===== src/rtl/uart_transmitter.sv =====
// uart_transmitter
//
// Serial transmit stage of the UART channel. A byte written with a one-cycle
// Tx_WR strobe is sent on TxD as an 11-bit frame:
//   start (0), 8 data bits LSB first, even parity, stop (1).
// Each bit lasts TICKS_PER_BIT sample ticks. A 14-bit baud down-counter
// produces the ticks, using the same rate codes as uart_receiver.
//
// Ports
//   clk          system clock (50 MHz)
//   reset        asynchronous, active-high
//   baud_select  rate code, latched at frame start:
//                000=300 001=1200 010=4800 011=9600
//                100=19200 101=38400 110=57600 111=115200
//   Tx_EN        transmitter enable; low forces idle and aborts any frame
//   Tx_WR        one-cycle write strobe for Tx_DATA
//   Tx_DATA      byte to send
//   TxD          serial line, idles high (registered)
//   Tx_BUSY      high when a write would be refused (registered)
//
// Optional feature: define UART_TX_HOLD_EN to add a one-entry holding
// register. With it, Tx_BUSY means "holding register full". A byte written
// during a frame is sent back-to-back with no idle gap.

module uart_transmitter #(
  parameter int TICKS_PER_BIT = 16
) (
  input  logic       clk,
  input  logic       reset,
  input  logic [2:0] baud_select,
  input  logic       Tx_EN,
  input  logic       Tx_WR,
  input  logic [7:0] Tx_DATA,
  output logic       TxD,
  output logic       Tx_BUSY
);

  localparam int DATA_W = 8;
  localparam int TICK_W = (TICKS_PER_BIT > 1) ? $clog2(TICKS_PER_BIT) : 1;
  localparam logic [TICK_W-1:0] TICK_LAST = TICK_W'(TICKS_PER_BIT - 1);

  typedef enum logic [2:0] {
    S_IDLE,
    S_START,
    S_DATA,
    S_PARITY,
    S_STOP
  } state_t;

  // Baud-counter reload per rate code. The counter runs reload-1 down to 0,
  // so one sample tick occurs every 'reload' clocks.
  function automatic logic [13:0] baud_reload(input logic [2:0] code);
    logic [13:0] rl;
    case (code)
      3'b000:  rl = 14'd10417;
      3'b001:  rl = 14'd2604;
      3'b010:  rl = 14'd651;
      3'b011:  rl = 14'd326;
      3'b100:  rl = 14'd163;
      3'b101:  rl = 14'd81;
      3'b110:  rl = 14'd54;
      default: rl = 14'd27;
    endcase
    return rl;
  endfunction

  function automatic logic even_parity(input logic [DATA_W-1:0] d);
    return ^d;
  endfunction

  // Registered state
  state_t              r_state;
  logic [13:0]         r_baud_cnt;
  logic [TICK_W-1:0]   r_tick_cnt;
  logic [2:0]          r_bit_idx;
  logic [2:0]          r_baud;
  logic [DATA_W-1:0]   r_shift;
  logic                r_parity;
  logic                r_txd;
  logic                r_busy;
`ifdef UART_TX_HOLD_EN
  logic [DATA_W-1:0]   r_hold;
  logic                r_hold_full;
`endif

  // Next-state values
  state_t              w_state_nxt;
  logic [13:0]         w_baud_cnt_nxt;
  logic [TICK_W-1:0]   w_tick_cnt_nxt;
  logic [2:0]          w_bit_idx_nxt;
  logic [2:0]          w_baud_nxt;
  logic [DATA_W-1:0]   w_shift_nxt;
  logic                w_parity_nxt;
  logic                w_txd_nxt;
  logic                w_busy_nxt;
  logic                w_wr_ok;
  logic                w_bit_end;
  logic                w_start;
  logic [DATA_W-1:0]   w_start_data;
`ifdef UART_TX_HOLD_EN
  logic [DATA_W-1:0]   w_hold_nxt;
  logic                w_hold_full_nxt;
`endif

  assign w_wr_ok = Tx_WR & Tx_EN & ~r_busy;

  always_comb begin
    w_state_nxt    = r_state;
    w_baud_cnt_nxt = r_baud_cnt;
    w_tick_cnt_nxt = r_tick_cnt;
    w_bit_idx_nxt  = r_bit_idx;
    w_baud_nxt     = r_baud;
    w_shift_nxt    = r_shift;
    w_parity_nxt   = r_parity;
    w_bit_end      = 1'b0;
    w_start        = 1'b0;
    w_start_data   = Tx_DATA;
`ifdef UART_TX_HOLD_EN
    w_hold_nxt      = r_hold;
    w_hold_full_nxt = r_hold_full;
`endif

    if (!Tx_EN) begin
      // Disable aborts everything: idle line, pending byte dropped, and the
      // baud counter parked at its reload value.
      w_state_nxt    = S_IDLE;
      w_baud_cnt_nxt = baud_reload(r_baud) - 14'd1;
      w_tick_cnt_nxt = '0;
      w_bit_idx_nxt  = '0;
`ifdef UART_TX_HOLD_EN
      w_hold_full_nxt = 1'b0;
`endif
    end else begin
      if (r_state != S_IDLE) begin
        if (r_baud_cnt == 14'd0) begin
          w_baud_cnt_nxt = baud_reload(r_baud) - 14'd1;
          w_bit_end      = (r_tick_cnt == TICK_LAST);
          w_tick_cnt_nxt = w_bit_end ? '0 : r_tick_cnt + TICK_W'(1);
        end else begin
          w_baud_cnt_nxt = r_baud_cnt - 14'd1;
        end
      end

      if (w_bit_end) begin
        case (r_state)
          S_START: begin
            w_state_nxt   = S_DATA;
            w_bit_idx_nxt = '0;
          end
          S_DATA: begin
            w_shift_nxt = r_shift >> 1;
            if (r_bit_idx == 3'd7) begin
              w_state_nxt = S_PARITY;
            end else begin
              w_bit_idx_nxt = r_bit_idx + 3'd1;
            end
          end
          S_PARITY: w_state_nxt = S_STOP;
          S_STOP:   w_state_nxt = S_IDLE;
          default:  w_state_nxt = S_IDLE;
        endcase
      end

`ifdef UART_TX_HOLD_EN
      // A held byte takes over at the end of STOP. A write that arrives
      // exactly then, with nothing held, starts directly. Otherwise a write
      // during a frame is parked in the holding register.
      if (w_bit_end && (r_state == S_STOP) && r_hold_full) begin
        w_start         = 1'b1;
        w_start_data    = r_hold;
        w_hold_full_nxt = 1'b0;
      end else if (w_wr_ok) begin
        if ((r_state == S_IDLE) || (w_bit_end && (r_state == S_STOP))) begin
          w_start = 1'b1;
        end else begin
          w_hold_nxt      = Tx_DATA;
          w_hold_full_nxt = 1'b1;
        end
      end
`else
      // Tx_BUSY mirrors "not idle", so an accepted write always starts here.
      if (w_wr_ok) begin
        w_start = 1'b1;
      end
`endif

      if (w_start) begin
        // Restart the baud counter so the start bit is full length.
        w_state_nxt    = S_START;
        w_shift_nxt    = w_start_data;
        w_parity_nxt   = even_parity(w_start_data);
        w_baud_nxt     = baud_select;
        w_baud_cnt_nxt = baud_reload(baud_select) - 14'd1;
        w_tick_cnt_nxt = '0;
        w_bit_idx_nxt  = '0;
      end
    end

`ifdef UART_TX_HOLD_EN
    w_busy_nxt = w_hold_full_nxt;
`else
    w_busy_nxt = (w_state_nxt != S_IDLE);
`endif

    // TxD is computed from the next state, so the line changes on the same
    // edge as the FSM without a combinational path to the pin.
    case (w_state_nxt)
      S_START:  w_txd_nxt = 1'b0;
      S_DATA:   w_txd_nxt = w_shift_nxt[0];
      S_PARITY: w_txd_nxt = w_parity_nxt;
      default:  w_txd_nxt = 1'b1;
    endcase
  end

  // Control registers
  always_ff @(posedge clk or posedge reset) begin
    if (reset) begin
      r_state     <= S_IDLE;
      r_baud_cnt  <= '0;
      r_tick_cnt  <= '0;
      r_bit_idx   <= '0;
      r_baud      <= '0;
      r_txd       <= 1'b1;
      r_busy      <= 1'b0;
`ifdef UART_TX_HOLD_EN
      r_hold_full <= 1'b0;
`endif
    end else begin
      r_state     <= w_state_nxt;
      r_baud_cnt  <= w_baud_cnt_nxt;
      r_tick_cnt  <= w_tick_cnt_nxt;
      r_bit_idx   <= w_bit_idx_nxt;
      r_baud      <= w_baud_nxt;
      r_txd       <= w_txd_nxt;
      r_busy      <= w_busy_nxt;
`ifdef UART_TX_HOLD_EN
      r_hold_full <= w_hold_full_nxt;
`endif
    end
  end

  // Data registers; these are only observed while the FSM or the hold flag
  // says they are valid.
  always_ff @(posedge clk) begin
    r_shift  <= w_shift_nxt;
    r_parity <= w_parity_nxt;
`ifdef UART_TX_HOLD_EN
    r_hold   <= w_hold_nxt;
`endif
  end

  assign TxD     = r_txd;
  assign Tx_BUSY = r_busy;

endmodule


===== config.mk =====
export PLATFORM = sky130hd
export DESIGN_NAME = uart_transmitter
export DESIGN_NICKNAME = d
export VERILOG_FILES = /design/src/rtl/uart_transmitter.sv
export SDC_FILE = /design/constraint.sdc
export NUM_CORES = 1
export LEC_CHECK = 0
export ABC_AREA = 1
export CORE_AREA = 2 2 67 95
export CTS_CLUSTER_DIAMETER = 200
export DETAILED_ROUTE_END_ITERATION = 8
export DIE_AREA = 0 0 69 97
export PLACE_DENSITY_LB_ADDON = 0.25
export SLEW_MARGIN = 40
export SYNTH_ARGS = -nofsm -noshare
export SYNTH_HDL_FRONTEND = slang
export SYNTH_SLANG_ARGS = --single-unit

===== constraint.sdc =====
create_clock -name clk -period 4.7 [get_ports clk]
set_input_delay 1.175 -clock clk [delete_from_list [all_inputs] [get_ports clk]]
set_output_delay 1.175 -clock clk [all_outputs]
set_load 0.05 [all_outputs]

### Word level (Yosys, flattened, before mapping)

Cells that the tools add are included.

* input bits: 15
* register bits: 38
* word-level logic and storage cells: 95
* output and inout bits: 2

* bitwise operators: 3
* eq/ne operators: 25
* $add $sub $neg: 6
* reductions and logical operators: 12
* multiplexer cells: 39

Operator list (number)
* 14-bit one-hot mux with 7 select lines: 2
* 14-bit two-way mux: 10
* 14-bit by 1-bit subtractor with 14-bit output (second input constant): 4
* 3-bit by 2-bit == test with 1-bit output (second input constant): 8
* 3-bit two-way mux: 8
* 8-bit two-way mux: 3
* 3-bit == test (second input constant): 7
* 4-bit two-way mux: 5
* 14-bit zero test: 1
* 3-bit by 1-bit == test with 1-bit output (second input constant): 4
* 3-bit by 1-bit inequality test with 1-bit output (second input constant): 3
* 3-bit one-hot mux with 3 select lines: 1
* 1-bit two-way mux: 8
* 8-bit parity: 1
* 3-bit zero test: 2
* 3-bit one-hot mux with 2 select lines: 1
* 3-bit AND reduction: 2
* 3-bit nonzero test: 2
* 4-bit by 1-bit adder with 4-bit output (second input constant): 1
* 4-bit == test (second input constant): 1
* 4-bit by 1-bit inequality test with 1-bit output (second input constant): 1
* 4-bit inequality test (second input constant): 1
* 2-bit AND reduction: 2
* 2-bit nonzero test: 2
* 4 further kinds: 5

### Depth between registers and ports, before layout

* depth in word-level cells: 10
* gate-level depth with buffers: 12
* depth with buffers taken out: 12

### Worst setup path after synthesis

No wires, ideal clock.

* path kind: input-to-reg
* start point: input baud_select[0]
* end point: register r_baud_cnt[4]
* setup slack: 2.351 ns
* arrival time: 2.227 ns
* buffers on the path: 0
* cell stages on the path: 12
* required time: 4.578 ns
* setup time: 0.122 ns
* cells stage by stage: inv_1 > nand2_1 > o21ai_1 > inv_1 > ha_1 > inv_1 > nand2_1 > xor2_1 > o31ai_1 > nand2_1 > nand4_1 > o21ai_1

* cells in the longest elaborated chain, start to end: 7
* elaborated cells on any way between the ends: 13
* classes of those cells: add/sub: 1; eq/ne: 6; mux: 5; reduce/logical: 1

RTL lines
* start, declared: RTL line 30 `input logic [2:0] baud_select,`
* 3-bit == test (tied with other cells): RTL line 54 `case (code)`
* 14-bit one-hot mux with 7 select lines (*): RTL line 54
* 14-bit two-way mux (*): RTL line 187 `if (w_start) begin`
* 14-bit two-way mux (*): RTL line 123 `if (!Tx_EN) begin`
* 14-bit by 1-bit subtractor with 14-bit output (*): RTL line 193 `w_baud_cnt_nxt = baud_reload(baud_select) - 14'd1;`
* 14-bit two-way mux (*): RTL line 187
* 14-bit two-way mux (*): RTL line 123
* end signal, assigned: RTL line 230 `r_baud_cnt <= w_baud_cnt_nxt;`
* end, declared: RTL line 73 `logic [13:0] r_baud_cnt;`

Every way passes the cells marked *; elsewhere a longest branch is shown, timed or not. The select of a mux whose other input is x is not followed.
A chain may end at the register's enable or synchronous reset.

### Final worst setup path

* start point: input Tx_EN
* end point: register r_baud_cnt[5]

* cells in the longest elaborated chain, start to end: 6
* elaborated cells on any way between the ends: 7
* classes of those cells: eq/ne: 1; mux: 4; bitwise: 2

RTL lines
* start, declared: RTL line 31 `input logic Tx_EN,`
* 1-bit AND (2 in series): RTL line 105 `assign w_wr_ok = Tx_WR & Tx_EN & ~r_busy;`
* 1-bit two-way mux: RTL line 182 `if (w_wr_ok) begin`
* 1-bit two-way mux: RTL line 123
* 14-bit two-way mux: RTL line 187
* 14-bit two-way mux: RTL line 123

Several ways; a longest one is shown, not always the timed one. The select of a mux whose other input is x is not followed.

==> results.json <==
{
  "netlist_instances": 404,
  "clk_pin_slew_worst_paths_ns": 0.08,
  "final_cell_mix": "nand2_1 (112), inv_1 (43), nor2_1 (35)",
  "core-area_mm2": 0.005781,
  "path_max_fanout": 18,
  "path_class": "in -> reg",
  "async_flop_share_pct": 76.32,
  "p_sw_share_pct": 37.44,
  "wl_um": 6803,
  "drv_slew": 0,
  "rsz0062_at_grt": "no",
  "antenna_found_initial": 0,
  "final_common_cell": "nand2_1",
  "hold_buffers": 0,
  "status": "complete, no violations",
  "ctsHtreeMaxLevel": 2,
  "critPathCaptureType": "flop",
  "via_count": 2654,
  "setup_viol": 0,
  "synth-seq-cells": 38,
  "drc_errors": 0,
  "first_iter_violations": 139,
  "min_period_over_period_pct": 71.24,
  "cap_violations": 0,
  "cts_tree": "yes",
  "area_delta_synth_final_pct": 11.29,
  "drtPass1Iterations": 4,
  "power_switching_w": 0.0003992,
  "fp.dieH_um": 97,
  "sequentialPowerShare_pct": 40.1,
  "final_cell_count_no_fill": 491,
  "fin_skew_ns": 0.003730,
  "worst_slew_pin_slew_ns": 0.6645,
  "ys_seq_area_share_pct": 34.44,
  "cts_buffers": 5,
  "postCtsSetupRepairBufs": 0,
  "p_per_area_mw_per_mm2": 337.7,
  "dpl.hpwl_um": 5221,
  "io_buffer_count": 16,
  "drive_gt1_share_pct": 10.69,
  "io_pins": 17,
  "nNetsFinal": 442,
  "irDropWorstVdd_uv": 188.4,
  "dpl-instance-area_mm2": 0.003052,
  "drt-wirelength-per-cell_um": 13.86,
  "comb_power_share_pct": 33.7,
  "grt_pass1_wl_um": 11590,
  "gp_congestion": 0.9165,
  "routed_via_density": 5.405,
  "fin_tns_setup_ns": 0,
  "globalRouteOverflowTotal": 0,
  "syn_area_per_cell_um2": 7.024,
  "clkLatencyLatePin_ns": 0.30,
  "finalInstanceArea_mm2": 0.003158,
  "finalCriticalPeriod_ns": 3.348,
  "cts.sink_count": 38,
  "finalHoldViolations": 0,
  "startpoint_type": "primary input",
  "ant_nets": 0,
  "slew_headroom_pct": 55.70,
  "fp.dieW_um": 69,
  "diodes": 0,
  "num_rows": 33,
  "die_area_mm2": 0.006693,
  "synthesis.nets": 426,
  "fmax_mhz": 298.7,
  "synth_cell_type_count": 40,
  "crit_required_ns": 4.93,
  "holdCritPathClass": "reg -> reg",
  "first_global_vias": 2456,
  "ctsResizeCount": 0,
  "initial_core_util_pct": 49.09,
  "power.internal_w": 0.0006671,
  "netlist_area_mm2": 0.002838,
  "synthFlopType": "dfrtp_1",
  "leakage_nw": 1.513,
  "grt_max_degree": 29,
  "synth_edf_count": 7,
  "cp_data_arrival_time_ns": 3.57,
  "cts_root_buf": "clkbuf_8",
  "cts.path.max_buffers": 2,
  "clockPowerShare_pct": 26.1,
  "track_usage_pct": 21.39,
  "dp_cells": 483,
  "ys_warn_count": 0
}
==> power by group through the flow <==
stage / clock network (W) / logic [W] / registers (W)
2_1_floorplan: 0 / 0.000268 / 0.000427
3_3_place_gp: 0 / 0.000353 / 0.000433
3_5_place_dp: 0 / 0.000356 / 0.000434
4_1_cts: 0.000283 / 0.000358 / 0.000427
5_1_grt: 0.000296 / 0.000411 / 0.000434
6_report: 0.000279 / 0.000360 / 0.000428
==> cell families (layout without fill, tap and decap cells) <==
family / after synthesis / after routing / share of synthesized area, %
buffers and inverters: 63 / 80 / 8.774
adder cells (fa/ha/maj): 7 / 7 / 3.086
XOR/XNOR: 12 / 12 / 3.704
flip-flops: 38 / 38 / 34.44
AND/OR/NAND/NOR: 207 / 207 / 34.22
AO/OA/AOI/OAI: 77 / 77 / 15.78
==> worst max-delay path: stages <==
cell             delay (ns)
clkdlybuf4s50_1        0.69
inv_2                  0.23
nor2_4                 0.32
inv_2                  0.11
nor2_4                 0.38
inv_2                  0.20
nand2_4                0.14
inv_2                  0.05
o21ai_1                0.06
o21ai_1                0.08
a22oi_2                0.11
==> synth_stat cells, types with 3 or more instances <==
| master | number | share of area (%) |
|---|---|---|
| nand2_1 | 112 | 15 |
| inv_1 | 44 | 5.8 |
| nor2_1 | 35 | 4.6 |
| dfrtp_1 | 28 | 25 |
| nand3_1 | 28 | 4.9 |
| o21ai_0 | 25 | 4.4 |
| a21oi_1 | 20 | 3.5 |
| o21ai_1 | 16 | 2.8 |
| inv_2 | 10 | 1.3 |
| nand4_1 | 8 | 1.8 |
| xor2_1 | 8 | 2.5 |
| edfxtp_1 | 7 | 7.4 |
| ha_1 | 7 | 3.1 |
| nor2_4 | 7 | 2.8 |
| a31oi_1 | 4 | 0.88 |
| clkbuf_1 | 4 | 0.53 |
| nand2_2 | 4 | 0.88 |
| nor2_2 | 4 | 0.88 |
| xnor2_1 | 4 | 1.2 |
| buf_2 | 3 | 0.53 |
==> path summary, 6_finish.rpt <==
kind                                         endpoint  slack [ns]  depth (start not counted)                      start
hold reg to reg                      r_parity$_DFF_P_        0.51                          2           r_parity$_DFF_P_
min in group asynchronous  r_baud_cnt[12]$_DFFE_PP0P_        1.27                          2                      reset
max in group asynchronous       r_baud[1]$_DFFE_PP0P_        2.96                          3                      reset
setup / recovery            r_baud_cnt[5]$_DFFE_PP0P_        1.35                         11                      Tx_EN
hold / removal                       r_parity$_DFF_P_        0.51                          2           r_parity$_DFF_P_
setup reg to reg                 r_shift[5]$_DFFE_PP_        2.44                          6  r_baud_cnt[0]$_DFFE_PP0P_
==> metrics by stage <==
| stage | setup slack [ns] | hold slack (ns) | utilization [%] | power (W) |
|---|---|---|---|---|
| floorplan | 2.351 | 0.4627 | - | 0.0006950 |
| global placement | 1.108 | 0.4845 | 52.79 | 0.0007867 |
| detailed placement | 1.072 | 0.4958 | 52.79 | 0.0007895 |
| CTS | 1.369 | 0.5098 | 54.63 | 0.001068 |
| global route | 1.114 | 0.5266 | 54.63 | 0.001142 |
| finish | 1.352 | 0.5065 | 54.63 | 0.001066 |
==> layout make-up <==
class,instances,area (um^2)
Clock buffer,7,76.32
Clock inverter,1,30.03
Fill cell,590,2623
Inverter,55,207.7
Multi-Input combinational cell,303,1612
Sequential cell,38,977.2
Tap cell,70,87.58
Timing Repair Buffer,17,167.7
==> sequential cells by signal (all words and copies together), names as in the netlist <==
signal and cells:
r_shift 8, r_baud 3, TxD 1, r_baud_cnt 14, r_tick_cnt 4, r_bit_idx 3
r_parity 1, Tx_BUSY 1, r_state 3
==> layer usage <==
metal | vias up | track usage (%) | share of wire (%)
met5 | - | 0 | 0
met4 | 0 | 9.955 | 3.6
li1 | 1346 | - | -
met3 | 19 | 3.438 | 3.6
met2 | 66 | 37.06 | 52
met1 | 1223 | 25.60 | 41
No activity file was read; power rests on OpenSTA's default activity.
